[src/rtl/scan_pkg.sv]
// scan_pkg: shared types and sizes for the LED matrix row scanner.
package scan_pkg;
  localparam int NUM_ROWS = 8;
  localparam int ROW_W = 3;
  localparam int COL_W = 8;
  localparam int DWELL_W = 16;
  typedef enum logic [1:0] {IDLE, BLANK, DRIVE} state_t;
  typedef logic [NUM_ROWS-1:0][COL_W-1:0] frame_t;
  // Timer reload value so a dwell of d lasts max(d,1) cycles.
  function automatic logic [DWELL_W-1:0] dwell_load(input logic [DWELL_W-1:0] d);
    return (d == '0) ? '0 : d - 1'b1;
  endfunction
endpackage

[src/rtl/scan_timer.sv]
// scan_timer: loadable down counter; done is high while the count sits at zero.
module scan_timer
  import scan_pkg::*;
(
  input  logic               clk,
  input  logic               reset_n,
  input  logic               load,
  input  logic [DWELL_W-1:0] load_val,
  output logic               done
);
  logic [DWELL_W-1:0] cnt;
  always_ff @(posedge clk or negedge reset_n)
    if (!reset_n) cnt <= '0;
    else if (load) cnt <= load_val;
    else if (cnt != '0) cnt <= cnt - 1'b1;
  assign done = cnt == '0;
endmodule

[src/rtl/row_scan_ctrl.sv]
// row_scan_ctrl: 8x8 matrix row scanner with a double-buffered frame handshake.
// Define ROW_SCAN_BRIGHT_EN to add the bright input for PWM dimming inside each dwell.
module row_scan_ctrl
  import scan_pkg::*;
#(
  parameter int BLANK_CYCLES = 2
) (
  input  logic                      clk,
  input  logic                      reset_n,
  input  logic                      enable,
  input  logic [DWELL_W-1:0]        dwell_cycles,
  input  logic [NUM_ROWS*COL_W-1:0] frame_in,
  input  logic                      frame_valid,
`ifdef ROW_SCAN_BRIGHT_EN
  input  logic [ROW_W-1:0]          bright,
`endif
  output logic                      frame_ready,
  output logic [ROW_W-1:0]          row_sel,
  output logic                      row_en,
  output logic [COL_W-1:0]          col_data,
  output logic                      frame_done
);
  state_t state;
  frame_t active, pending;
  logic done, blank_end, drive_end, wrap, swap, tmr_load;
  logic [DWELL_W-1:0] tmr_val;
`ifdef ROW_SCAN_BRIGHT_EN
  logic [ROW_W-1:0] phase;
`endif
  always_comb begin
    blank_end = state == BLANK && done;
    drive_end = state == DRIVE && done;
    wrap = enable && drive_end && row_sel == ROW_W'(NUM_ROWS - 1);
    swap = !frame_ready && (state == IDLE || wrap);
    tmr_load = enable && (state == IDLE || blank_end || drive_end);
    tmr_val = blank_end ? dwell_load(dwell_cycles) : DWELL_W'(BLANK_CYCLES - 1);
  end
  scan_timer u_timer (
    .clk(clk),
    .reset_n(reset_n),
    .load(tmr_load),
    .load_val(tmr_val),
    .done(done)
  );
  // Column data is latched at DRIVE entry, so a row never mixes two frames.
  always_ff @(posedge clk or negedge reset_n)
    if (!reset_n) begin
      state <= IDLE;
      row_sel <= '0;
      row_en <= 1'b0;
      col_data <= '0;
      frame_done <= 1'b0;
      frame_ready <= 1'b1;
      active <= '0;
      pending <= '0;
`ifdef ROW_SCAN_BRIGHT_EN
      phase <= '0;
`endif
    end else begin
      frame_done <= wrap;
      if (swap) begin
        active <= pending;
        frame_ready <= 1'b1;
      end else if (frame_valid && frame_ready) begin
        pending <= frame_in;
        frame_ready <= 1'b0;
      end
      if (state == IDLE) state <= enable ? BLANK : IDLE;
      else if (!enable) begin
        state <= IDLE;
        row_sel <= '0;
        row_en <= 1'b0;
        col_data <= '0;
      end else if (blank_end) begin
        state <= DRIVE;
        row_en <= 1'b1;
        col_data <= active[row_sel];
`ifdef ROW_SCAN_BRIGHT_EN
        phase <= '0;
`endif
      end else if (drive_end) begin
        state <= BLANK;
        row_en <= 1'b0;
        col_data <= '0;
        row_sel <= row_sel + 1'b1;
      end
`ifdef ROW_SCAN_BRIGHT_EN
      else if (state == DRIVE) begin
        phase <= phase + 1'b1;
        row_en <= ROW_W'(phase + 1'b1) <= bright;
      end
`endif
    end
endmodule

[config.mk]
export PLATFORM = sky130hd
export DESIGN_NAME = row_scan_ctrl
export DESIGN_NICKNAME = d
export VERILOG_FILES = /design/src/rtl/scan_pkg.sv /design/src/rtl/scan_timer.sv /design/src/rtl/row_scan_ctrl.sv
export SDC_FILE = /design/constraint.sdc
export NUM_CORES = 1
export LEC_CHECK = 0
export CORE_MARGIN = 4
export CORE_UTILIZATION = 55
export CTS_CLUSTER_DIAMETER = 120
export DETAILED_ROUTE_END_ITERATION = 8
export PLACE_DENSITY = 0.8
export SYNTH_ARGS = -nofsm -noshare
export SYNTH_HDL_FRONTEND = slang
export SYNTH_SLANG_ARGS = --single-unit
[constraint.sdc]
create_clock -name clk -period 2.5 [get_ports clk]
set_input_delay 0.375 -clock clk [delete_from_list [all_inputs] [get_ports clk]]
set_output_delay 0.375 -clock clk [all_outputs]
set_load 0.01 [all_outputs]
==> impl_metrics.yaml <==
logic_synthesis:
  synthTopCellsByArea: "dfrtp_1, mux2_2, mux2_4"
  synth.largest_area_cell: "dfrtp_1"
  ys.flop_type: "dfrtp_1"
  synth_edf_count: 0
  netlist-cell-type-count: 53
  syn_area_mm2: 0.00751
  synth-seq-cells: 160
  postSynth.asyncResetShare_pct: 100
  synth_top_area_share_pct: 53.0
  synth_warnings: 0
  synth_cells: 539
  yosysSeqAreaShare_pct: 53.3
  postSynthAreaPerCell_um2: 13.9
  syn-num-nets: 628
timing:
  drv_slew: 0
  period_needed_ps: 2300
  clock_skew_ps: 15.1
  period_share_pct: 92.2
  max_freq_mhz: 434
  fin_setup_tns_ps: 0
  max-slew-margin-rel_pct: 44.2
  rsz0062_at_grt: "no"
  hold_violations: 0
  layout_setup_ws_ps: 195
  setup_viol: 0
  worstMarginPinSlew_ps: 834
route:
  vias: 4845
  ant_nets: 0
  drtIter0Drc: 252
  drc: 0
  routed_wl_um: 16100
  vias_per_cell: 5.77
  routedWlPerCell_um: 19.2
  first_pass_iters: 4
power:
  p_sw_uw: 3430
  sw_frac_of_total_pct: 30.0
  power.leakage_uw: 0.00404
  cellPowerDensity_mw_per_mm2: 1210
  pwr-share-seq_pct: 40.9
  power_frac_clock_pct: 23.4
  pwr-share-comb_pct: 35.7
  ir_drop_uv: 726
  p_int_uw: 7980
worst_setup_path:
  cp_common_cell: "buf_4"
  critical_path_class: "reg -> reg"
  slowest_stage: "a2111oi_4"
  path_cells: "inv_1, ha_1, nor3b_1, nand2_1, buf_4, a2111oi_4, buf_4, a22oi_1, nor2_1"
  startpoint_type: "flop"
  worstPathMaxFanout: 7
  critPathCaptureType: "flop"
  slowest_delay_ps: 440
  reg2reg_to: "u_timer.cnt[5]"
  reg2reg_depth: 9
  cp.required_ps: 2860
  rrSetupSlack_ps: 200
  critical_path_arrival_ps: 2660
  r2r-start: "u_timer.cnt[0]"
final_layout:
  fin_cells: 839
  register_area_mm2: 0.00401
  antenna_cells: 0
  n_fill_cell: 858
  drive_gt1_share_pct: 32.4
  multi_input_area_mm2: 0.00333
  finalNetCount: 739
  syn_to_final_growth_pct: 25.2
floorplanning:
  rows: 42
  fp.dieH_um: 125
  core_mm2: 0.0133
  io_pins: 98
  start_util_pct: 56.5
  die_area_mm2: 0.0156
  die-width_um: 125
clock_tree:
  cts_sinks: 160
  cts_buffers: 17
  cts_tree: "done"
  cts-root-buf: "clkbuf_16"
  cts_setup_buffers: 0
  path_clk_slew_ps: 60
  insertion_delay_ps: 430
  htree_levels: 4
  clock_path_buffers: 2
grt:
  grt-ovfl-total: 0
  grt_util_all_layers_pct: 21.8
  grt_pass1_vias: 5312
  grt_max_degree: 72
  grt_pass1_wl_um: 27400
  antenna_found_initial: 0
placed_design:
  dp_hpwl_um: 11300
  numPortBuffers: 97
  place_congestion: 0.884
  place_inst: 806
  preCtsSetupSlack_ps: 81.2
status:
  status: "completed"
flow_run:
  cap_viol_max_count: 0
hold_path:
  min_path_type: "in -> async"
per-stage QoR:
stage / cell area (um2) / utilization (%) / total power [uW] / hold WS, ps
after global routing: 9400 / 70.7 / 12000 / 420
after floorplan: 7510 / - / 7480 / 79.4
after detailed placement: 8770 / 66.0 / 8770 / 261
after CTS: 9400 / 70.7 / 11500 / 393
final: 9400 / 70.7 / 11400 / 394
after global placement: 8770 / 66.0 / 8480 / 261
power groups by stage:
stage	Clock (uW)	Sequential, uW	Combinational (uW)
6_report	2670	4670	4070
5_1_grt	2810	4820	4410
4_1_cts	2700	4670	4120
3_5_place_dp	0	4690	4080
3_3_place_gp	0	4580	3910
2_1_floorplan	0	4410	3070
cells by family after synthesis:
| family | after synthesis | synth area share, % |
|---|---|---|
| buffers and inverters | 37 | 2.52 |
| XOR/XNOR | 23 | 2.68 |
| flip-flops | 160 | 53.4 |
| adder cells (fa/ha/maj) | 5 | 0.833 |
| multiplexers | 155 | 28.0 |
| AO/OA/AOI/OAI | 51 | 5.27 |
| AND/OR/NAND/NOR | 108 | 7.40 |
flip-flops by register name (all words and copies together), names as in the netlist:
signal       flops
row_sel          3
state            2
frame_ready      1
col_data         8
u_timer.cnt     16
row_en           1
active          64
frame_done       1
pending         64
placed cells by master, fill, tap and decap left out, types with 2 or more instances in the layout:
| cell | n |
|---|---|
| mux2_4 | 49 |
| o21ai_0 | 8 |
| o22ai_1 | 2 |
| clkinv_2 | 6 |
| xor2_1 | 9 |
| clkbuf_16 | 17 |
| clkbuf_8 | 4 |
| a21oi_1 | 5 |
| nor3_1 | 9 |
| o21a_1 | 2 |
| nor3_2 | 2 |
| nand2_1 | 40 |
| xnor2_1 | 14 |
| a41oi_1 | 2 |
| or2_2 | 2 |
| mux2i_1 | 9 |
| o2bb2ai_1 | 2 |
| nand3_1 | 4 |
| buf_12 | 4 |
| nor2b_1 | 5 |
| mux2_2 | 81 |
| buf_4 | 18 |
| o31a_1 | 2 |
| bufinv_16 | 3 |
| a22oi_1 | 9 |
| nand4_1 | 5 |
| o221ai_1 | 8 |
| clkdlybuf4s50_1 | 96 |
| a21boi_0 | 2 |
| dfrtp_1 | 159 |
| inv_1 | 9 |
| mux4_2 | 16 |
| nor4_1 | 3 |
| ha_1 | 5 |
| or3_1 | 4 |
| nor3b_1 | 3 |
| clkinvlp_4 | 2 |
| nor2_1 | 20 |
Yosys cell counts, drive strengths merged (2+ instances only):
cell	count
nand3	5
a21oi	6
inv	9
buf	13
nor2b	5
nor3	11
o22ai	2
o2bb2ai	2
o21a	2
or2	2
o31a	2
a22oi	9
nor2	20
dfrtp	159
nor4	5
a41oi	2
o21ai	8
nor3b	3
mux2	130
nand4	5
or3	4
o221ai	8
xnor2	14
nand2	42
ha	5
xor2	9
a21boi	2
mux4	16
clkbuf	15
mux2i	9
worst max-delay path by stage:
| stage | to | start | depth (start not counted) |
|---|---|---|---|
| after floorplan | active[0] | u_timer.cnt[5] | 7 |
| after global placement | u_timer.cnt[5] | dwell_cycles[1] | 9 |
| after detailed placement | u_timer.cnt[3] | dwell_cycles[1] | 9 |
| after CTS | u_timer.cnt[0] | u_timer.cnt[0] | 8 |
| after global routing | u_timer.cnt[3] | u_timer.cnt[0] | 9 |
| final | u_timer.cnt[5] | u_timer.cnt[0] | 9 |
area by class of cell:
| type | count | area share [%] |
|---|---|---|
| flip-flops and latches | 160 | 42.6 |
| multi-input cells | 342 | 35.4 |
| repair buffers | 120 | 12.7 |
| clock inverters | 11 | 1.44 |
| inverters | 9 | 0.359 |
| clock buffers | 21 | 5.11 |
| well taps | 176 | 2.34 |
layer usage:
| layer | track usage, % | up-vias | wire length (um) |
|---|---|---|---|
| li1 | - | 2178 | - |
| met1 | 27.6 | 2482 | 6520 |
| met5 | 0 | - | 0 |
| met2 | 36.5 | 152 | 8240 |
| met4 | 7.91 | 0 | 347 |
| met3 | 5.66 | 33 | 1000 |
worst max-delay path: cells and delay by family, from the launching register on:
family	cells	cell delay (ps)
AOI/OAI and AO/OA	2	520
adders and majority gates	1	150
buffers and inverters	3	550
and+or+nand+nor	3	630
DFF	1	390
what timing repair did:
action	in CTS	in global routing
gates resized for setup	0	1
hold buffers	1	0
endpoints found under the setup margin	0	1
hold endpoints to repair	24	0
Power figures use the tool's default switching activity.
